[src/rtl/dft_sample_scheduler_if.sv]
// Streaming bundle between the sample producer, the scheduler and the DFT core.
// The scheduler is the slave: it accepts producer samples and drives the
// paced sample stream plus the bin-snapshot pulse toward the DFT side.
interface dft_sample_scheduler_if #(
  parameter int W = 16
);
  logic signed [W-1:0] inSample;
  logic                inValid;
  logic                inReady;
  logic signed [W-1:0] sampleOut;
  logic                sampleReady;
  logic                binsValid;

  modport master (
    output inSample,
    output inValid,
    input  inReady,
    input  sampleOut,
    input  sampleReady,
    input  binsValid
  );

  modport slave (
    input  inSample,
    input  inValid,
    output inReady,
    output sampleOut,
    output sampleReady,
    output binsValid
  );
endinterface

[src/rtl/dft_sample_scheduler.sv]
// DFT sample scheduler: buffers producer samples in a small FIFO and hands
// them to the DFT core one at a time, leaving GAP idle cycles after every
// strobe so the core finishes its per-sample work. Every UPDATE strobes it
// pulses binsValid in the last idle cycle, when the bins have settled.
module dft_sample_scheduler #(
  parameter int W      = 16,
  parameter int DEPTH  = 8,
  parameter int GAP    = 250,
  parameter int UPDATE = 64
) (
  input  logic                   clk,
  input  logic                   rst,
  dft_sample_scheduler_if.slave  bus,
  input  logic                   enable,
  input  logic                   clrOvf,
  output logic                   overflow,
  output logic [$clog2(DEPTH):0] fillLevel,
  output logic [31:0]            samplesIssued
);

  localparam int AW = $clog2(DEPTH);
  localparam int LW = AW + 1;
  localparam int CW = (GAP > 0) ? $clog2(GAP + 1) : 1;
  localparam logic [31:0] UPDATE32 = 32'(UPDATE);

  typedef enum logic [1:0] {
    IDLE  = 2'd0,
    ISSUE = 2'd1,
    WAIT  = 2'd2
  } state_t;

  state_t        state;
  logic [W-1:0]  mem [DEPTH];
  logic [AW-1:0] wrPtr;
  logic [AW-1:0] rdPtr;
  logic [AW-1:0] headPtr;
  logic [CW-1:0] waitCnt;
  logic          full;
  logic          push;
  logic          pop;
  logic          haveNext;
  logic          lastWait;
  logic          issueNow;
  logic          binsHit;

  assign full        = (fillLevel == LW'(DEPTH));
  assign bus.inReady = !full;
  assign push        = bus.inValid && !full;
  assign pop         = (state == ISSUE);

  // Issue decision and the sample it would pick; with GAP of zero a back-to-back
  // issue happens while the current head is still being popped, so look one ahead.
  always_comb begin
    haveNext = (state == ISSUE) ? (fillLevel > LW'(1)) : (fillLevel != '0);
    lastWait = (state == WAIT) && (waitCnt == CW'(1));
    issueNow = enable && haveNext &&
               ((state == IDLE) || lastWait || ((state == ISSUE) && (GAP == 0)));
    headPtr  = (state == ISSUE) ? rdPtr + AW'(1) : rdPtr;
    binsHit  = 1'b0;
    if (GAP == 0)
      binsHit = issueNow && (((samplesIssued + 32'd1) % UPDATE32) == 32'd0);
    else if (GAP == 1)
      binsHit = (state == ISSUE) && ((samplesIssued % UPDATE32) == 32'd0);
    else
      binsHit = (state == WAIT) && (waitCnt == CW'(2)) &&
                ((samplesIssued % UPDATE32) == 32'd0);
  end

  // FIFO storage; contents are not reset, only the pointers are.
  always_ff @(posedge clk) begin
    if (push)
      mem[wrPtr] <= bus.inSample;
  end

  // FIFO pointers and occupancy; a push and pop in the same cycle cancel out.
  always_ff @(posedge clk or negedge rst) begin
    if (!rst) begin
      wrPtr     <= '0;
      rdPtr     <= '0;
      fillLevel <= '0;
    end else begin
      if (push)
        wrPtr <= wrPtr + AW'(1);
      if (pop)
        rdPtr <= rdPtr + AW'(1);
      case ({push, pop})
        2'b10:   fillLevel <= fillLevel + LW'(1);
        2'b01:   fillLevel <= fillLevel - LW'(1);
        default: fillLevel <= fillLevel;
      endcase
    end
  end

  // Sticky overflow flag; a rejected offer wins over a simultaneous clear.
  always_ff @(posedge clk or negedge rst) begin
    if (!rst)
      overflow <= 1'b0;
    else if (bus.inValid && full)
      overflow <= 1'b1;
    else if (clrOvf)
      overflow <= 1'b0;
  end

  // Pacing FSM with registered strobe, sample, snapshot pulse and issue count.
  always_ff @(posedge clk or negedge rst) begin
    if (!rst) begin
      state          <= IDLE;
      waitCnt        <= '0;
      bus.sampleReady <= 1'b0;
      bus.binsValid  <= 1'b0;
      bus.sampleOut  <= '0;
      samplesIssued  <= '0;
    end else begin
      bus.sampleReady <= issueNow;
      bus.binsValid   <= binsHit;
      if (issueNow) begin
        bus.sampleOut <= mem[headPtr];
        samplesIssued <= samplesIssued + 32'd1;
      end
      case (state)
        IDLE: begin
          if (issueNow)
            state <= ISSUE;
        end
        ISSUE: begin
          if (GAP == 0) begin
            state <= issueNow ? ISSUE : IDLE;
          end else begin
            waitCnt <= CW'(GAP);
            state   <= WAIT;
          end
        end
        WAIT: begin
          waitCnt <= waitCnt - CW'(1);
          if (lastWait)
            state <= issueNow ? ISSUE : IDLE;
        end
        default: state <= IDLE;
      endcase
    end
  end

endmodule

[src/flat_wrapper.sv]
// flat-port wrapper written by rule: the top's interface ports become plain ports
module dft_sample_scheduler_flat 
#(
  parameter int W      = 16,
  parameter int DEPTH  = 8,
  parameter int GAP    = 250,
  parameter int UPDATE = 64
)
  (clk, rst, enable, clrOvf, overflow, fillLevel, samplesIssued, bus_inSample, bus_inValid, bus_inReady, bus_sampleOut, bus_sampleReady, bus_binsValid);
  dft_sample_scheduler_if #(.W(W)) bus_i ();
  input  logic clk;
  input  logic rst;
  input  logic enable;
  input  logic clrOvf;
  output logic overflow;
  output logic [$clog2(DEPTH):0] fillLevel;
  output logic [31:0] samplesIssued;
  input wire logic [$bits(bus_i.inSample)-1:0] bus_inSample;
  input wire logic [$bits(bus_i.inValid)-1:0] bus_inValid;
  output wire logic [$bits(bus_i.inReady)-1:0] bus_inReady;
  output wire logic [$bits(bus_i.sampleOut)-1:0] bus_sampleOut;
  output wire logic [$bits(bus_i.sampleReady)-1:0] bus_sampleReady;
  output wire logic [$bits(bus_i.binsValid)-1:0] bus_binsValid;
  assign bus_i.inSample = bus_inSample;
  assign bus_i.inValid = bus_inValid;
  assign bus_inReady = bus_i.inReady;
  assign bus_sampleOut = bus_i.sampleOut;
  assign bus_sampleReady = bus_i.sampleReady;
  assign bus_binsValid = bus_i.binsValid;
  dft_sample_scheduler #(.W(W), .DEPTH(DEPTH), .GAP(GAP), .UPDATE(UPDATE)) u_core (.clk(clk), .rst(rst), .bus(bus_i), .enable(enable), .clrOvf(clrOvf), .overflow(overflow), .fillLevel(fillLevel), .samplesIssued(samplesIssued));
endmodule
[config.mk]
export PLATFORM = sky130hd
export DESIGN_NAME = dft_sample_scheduler_flat
export DESIGN_NICKNAME = d
export VERILOG_FILES = /design/src/rtl/dft_sample_scheduler_if.sv /design/src/rtl/dft_sample_scheduler.sv /design/src/flat_wrapper.sv
export SDC_FILE = /design/constraint.sdc
export NUM_CORES = 1
export LEC_CHECK = 0
export CORE_MARGIN = 8
export CORE_UTILIZATION = 58
export DETAILED_ROUTE_END_ITERATION = 16
export PLACE_DENSITY_LB_ADDON = 0.3
export RECOVER_POWER = 50
export SLEW_MARGIN = 20
export SYNTH_ARGS = -nofsm -noshare
export SYNTH_HDL_FRONTEND = slang
export SYNTH_SLANG_ARGS = --single-unit
[constraint.sdc]
create_clock -name clk -period 3.05 [get_ports clk]
set_input_delay 0.4575 -clock clk [delete_from_list [all_inputs] [get_ports clk]]
set_output_delay 0.4575 -clock clk [all_outputs]
set_load 0.05 [all_outputs]
-- Yosys cells after proc, flatten, opt, wreduce, memory -nomap -nowiden
Memories as Yosys holds them, arrays and structs flattened. A register that Yosys moved wholly into a read port is not among the register bits.
Cells that the tools add are included.
- register bits after elaboration: 55
- RAM bits: 128
- input bits: 21
- word-level logic and storage cells: 55
- memories kept: 1
- add/sub/neg operators: 6
- $lt $le $gt $ge: 1
- equality and inequality tests: 9
- multiplexer cells: 12
- reduce and logical (&&, ||, !) cells: 17
- memory list (memory ; depth ; width ; read ports ; clocked after memory_dff ; write ports ; RTL line ; text):
    u_core.mem ; 8 ; 16 ; 1 ; 1 ; 1 ; dft_sample_scheduler.sv:33 ; logic [W-1:0] mem [DEPTH];
- operator list (operator ; number):
    32-bit by 1-bit adder with 32-bit output, second input constant ; 1
    32-bit zero test ; 1
    8-bit one-hot mux with 2 select lines ; 1
    8-bit by 1-bit == test with 1-bit output, second input constant ; 1
    8-bit by 2-bit == test with 1-bit output, second input constant ; 1
    4-bit one-hot mux with 2 select lines ; 1
    8-bit by 1-bit subtractor with 8-bit output, second input constant ; 1
    1-bit logical AND ; 7
    3-bit by 1-bit adder with 3-bit output, second input constant ; 2
    1-bit two-way mux ; 6
    2-bit one-hot mux with 3 select lines ; 1
    2-bit nonzero test ; 3
    4-bit by 1-bit adder with 4-bit output, second input constant ; 1
    2-bit by 1-bit == test with 1-bit output, second input constant ; 2
    2-bit == test, second input constant ; 2
    4-bit == test, second input constant ; 1
    4-bit by 1-bit > comparator with 1-bit output, second input constant ; 1
    2-bit two-way mux ; 2
    2-bit by 1-bit inequality test with 1-bit output, second input constant ; 2
    4-bit nonzero test ; 1
    4-bit by 1-bit subtractor with 4-bit output, second input constant ; 1
    3-bit two-way mux ; 1
    1-bit zero test ; 2
    2-bit zero test ; 1
    2 further kinds ; 2

-- Longest topological paths before layout
- word-level depth: 7
- gate-level depth with buffers: 10
- mapped depth without buffers: 8

-- Worst setup path before layout
OpenSTA, ideal clock, no wires.
- kind: reg-to-reg
- from: register u_core.fillLevel[0]
- to: memory u_core.mem[0][0], enable pin
- data arrival time: 3.232 ns
- required time: 2.641 ns
- slack: -0.591 ns
- cell stages (with the launch flop): 7
- period minus slack after synthesis: 3.641 ns
- cell sequence: dfrtp_1 > inv_1 > ha_1 > nand3b_1 > nand2_1 > or2_2 > nor3_1
- longest elaborated chain between the ends: 5
- ends and longest elaborated chain (what ; RTL line ; text):
    start: declaration ; dft_sample_scheduler.sv:17 ; output logic [$clog2(DEPTH):0] fillLevel,
    start signal: assignment ; dft_sample_scheduler.sv:87 ; 2'b10: fillLevel <= fillLevel + LW'(1);
    start signal: assignment ; dft_sample_scheduler.sv:88 ; 2'b01: fillLevel <= fillLevel - LW'(1);
    start signal: assignment ; dft_sample_scheduler.sv:89 ; default: fillLevel <= fillLevel;
    4-bit == test ; dft_sample_scheduler.sv:46 ; assign full = (fillLevel == LW'(DEPTH));
    1-bit zero test ; - ;
    net bus_inReady ; flat_wrapper.sv:20 ; output wire logic [$bits(bus_i.inReady)-1:0] bus_inReady;
    1-bit logical AND ; dft_sample_scheduler.sv:48 ; assign push = bus.inValid && !full;
    1-bit two-way mux ; dft_sample_scheduler.sv:71 ; if (push)
    1-bit two-way mux (implied by the code) ; dft_sample_scheduler.sv:72 ; mem[wrPtr] <= bus.inSample;
    end: declaration ; dft_sample_scheduler.sv:33 ;
The timed path passes the listed nets, and every way through them passes these cells.

-- Worst setup path in the final report
- from: register u_core.fillLevel[0]
- to: output bus_inReady
- longest elaborated chain between the ends: 2
- ends and longest elaborated chain (what ; RTL line ; text):
    4-bit == test ; dft_sample_scheduler.sv:46 ;
    1-bit zero test ; dft_sample_scheduler.sv:47 ; assign bus.inReady = !full;
    end: declaration ; flat_wrapper.sv:20 ;
Every way passes these cells.

==> flow_metrics.tcl <==
set metrics [dict create \
    fill_cells 1074 \
    cp.arrival_ps 2320 \
    vias 5873 \
    synthTopCellsByArea "edfxtp_1 42%, dfrtp_1 19%, mux4_2 7.9%" \
    path_max_fanout 6 \
    final_max_slew_viol_count 0 \
    area_delta_synth_final_pct 17.78 \
    drive_above_1_share_pct 14.00 \
    multi_input_area_mm2 0.003332 \
    synthMostInstantiatedCell "edfxtp_1" \
    hold_path.class "input port to async pin" \
    finalCritPeriodShare_pct 91.09 \
    grt_max_degree 66 \
    synth-edff-count 128 \
    grt-ovfl-total 0 \
    avgRoutedWirePerCell_um 21.50 \
    synthCells 641 \
    die-height_um 141.6 \
    cts_buffers 17 \
    finClkSkew_ps 9.669 \
    end_kind "output port" \
    synth_area_leader_cell "edfxtp_1" \
    clkTransAtPathRegs_ps 70 \
    tightestPinTransition_ps 1274 \
    cts_resized 0 \
    vias_per_cell 6.124 \
    drtIter0Drc 480 \
    antenna_cells 0 \
    rsz0062_at_grt "no" \
    holdWs_ps 299.5 \
    start_util_pct 58.43 \
    dr.pass1.iters 5 \
    syn_avg_cell_area_um2 14.27 \
    grt_pass1_wl_um 32900 \
    pin_count 77 \
    slowest_delay_ps 870 \
    clk_latency_ps 430 \
    final_nets 767 \
    layout_setup_ws_ps 271.8 \
    synth-seq-area-share_pct 61.44 \
    dp_cells 927 \
    worstPathRequired_ps 2590 \
    vdd_drop_max_uv 587.3 \
    hold_viol_final 0 \
    ys_types 48 \
    synth_warnings 0 \
    r2r_setup_slack_ps 380 \
    tritoncts "yes" \
    p_per_area_mw_per_mm2 983.3 \
    min_period_ps 2778 \
    finalPower_mw 10.59 \
    grt_antenna_before_repair 0 \
    clockBufferDepth 2 \
    grt_pass1_vias 6162 \
    ys_top_cells_by_count "128 x edfxtp_1, 71 x dfrtp_1, 65 x mux2i_1, 38 x nor2_1, 35 x a21oi_1" \
    clock_sinks 199 \
    power.leakage_nw 4.045 \
    r2r_end "u_core.bus.sampleOut[4]" \
    outcome "finished clean" \
    rows 46 \
    slew_headroom_pct 15.07 \
    ctsHoldBuffers 0 \
    fin_cells 959 \
    coreArea_mm2 0.01566 \
    postLayoutCellArea_mm2 0.01077 \
    crit_slowest_cell "clkdlybuf4s50_1" \
    grt_usage_pct 21.34 \
    die_w_um 141.6 \
    r2r.worst_path.cells 4 \
    place_area_mm2 0.01023 \
    die_area_mm2 0.02005 \
    ant_nets 0 \
    drc_errors 0 \
    cap_violations 0 \
    postCtsSetupBuffers 0 \
    dpl_worst_slack_ps 626.1 \
    dp_hpwl_um 13760 \
    syn_nets 678 \
    ff_latch_area_mm2 0.005625 \
    r2r-start "u_core.rdPtr[0]" \
    crit_chain "inv_1, ha_1, nand3b_1, clkdlybuf4s50_1" \
    wl_um 20620 \
    io_buffers 76 \
    yosys_most_used_dff "edfxtp_1" \
    ctsRootBufferMaster "clkbuf_16" \
    async_reset_ff_share_pct 35.68 \
    gp_congestion 0.7742 \
    synth_top_area_share_pct 42.02 \
    ys_ff_latch 199 \
    htree_levels 4 \
    startpoint_type "register" \
    crit_type "register to output port" \
    final-setup-viol-count 0 \
    syn_area_mm2 0.009148 \
    max_freq_ghz 0.3599 \
]
## cell type report
| class | count | share of cell area [%] |
|---|---|---|
| clock inverter | 15 | 1.324 |
| multi-input combinational | 397 | 30.93 |
| inverter | 13 | 0.4529 |
| tap | 216 | 2.508 |
| timing repair buffer | 102 | 8.628 |
| clock buffer | 17 | 3.948 |
| sequential | 199 | 52.21 |
## through the flow
stage | setup TNS [ps] | util [%]
after floorplan | -8559 | -
after global placement | 0 | 65.35
after detailed placement | 0 | 65.35
after CTS | 0 | 68.97
after global routing | 0 | 68.82
final | 0 | 68.82
## worst max-delay path, delay by kind of cell, from the launching register on
| family | cells | cell delay, ps |
|---|---|---|
| adder cells (fa/ha/maj) | 1 | 220 |
| flip-flops | 1 | 460 |
| buffers and inverters | 2 | 980 |
| AND/OR/NAND/NOR | 1 | 230 |
## cells by family after synthesis
group / count (synthesis) / share of synthesized area, %
flip-flops: 199 / 61.44
adder cells (fa/ha/maj): 16 / 2.188
multiplexers: 100 / 15.36
buffers and inverters: 45 / 2.243
AND/OR/NAND/NOR: 142 / 8.138
AO/OA/AOI/OAI: 96 / 6.511
XOR/XNOR: 43 / 4.117
## state kept, by name (all words and copies together) (netlist names)
name	count
u_core.fillLevel	4
u_core.overflow	1
u_core.bus.sampleReady	1
u_core.wrPtr	3
u_core.samplesIssued	32
u_core.state	2
u_core.rdPtr	3
u_core.waitCnt	8
u_core.bus.binsValid	1
u_core.bus.sampleOut	16
u_core.mem	128
## layout by cell type, fill, tap and decap left out, types with 7 or more instances in the layout
cell,instances
edfxtp_1,128
dfrtp_1,69
mux2i_1,65
clkdlybuf4s50_1,58
nor2_1,38
a21oi_1,35
o22ai_1,33
mux4_2,32
nand2_1,24
xnor2_1,24
nand3_1,23
buf_4,20
xor2_1,19
clkbuf_16,17
dlygate4sd3_1,17
a211oi_1,16
ha_1,16
inv_1,13
nand4_1,10
nor4_1,8
nor3_1,7
## worst max path at each step
stage                              startpoint  slack [ps]                        to  cells after the start
after CTS                 u_core.fillLevel[0]         260               bus_inReady                      4
after floorplan           u_core.fillLevel[0]        -150          u_core.mem[2][0]                      6
after global routing          u_core.rdPtr[0]         160   u_core.bus.sampleOut[4]                      4
after detailed placement  u_core.fillLevel[0]         630   u_core.bus.sampleOut[3]                      9
final                     u_core.fillLevel[0]         270               bus_inReady                      4
after global placement        u_core.rdPtr[0]         740  u_core.bus.sampleOut[15]                      4
## power breakdown
group / internal [mW] / switching (mW)
combinational: 1.87 / 2.74
sequential: 3.40 / 0.418
clock: 1.15 / 1.01
## layer usage
metal | track usage, % | part of all wire [%] | up-vias | wire [um]
li1 | - | - | 2642 | -
met1 | 24.95 | 40 | 3022 | 8161
met2 | 38.32 | 53 | 181 | 10990
met3 | 4.603 | 5.2 | 28 | 1069
met4 | 7.010 | 1.9 | 0 | 393
met5 | 0 | 0 | - | 0
No activity file was read; power rests on OpenSTA's default activity.
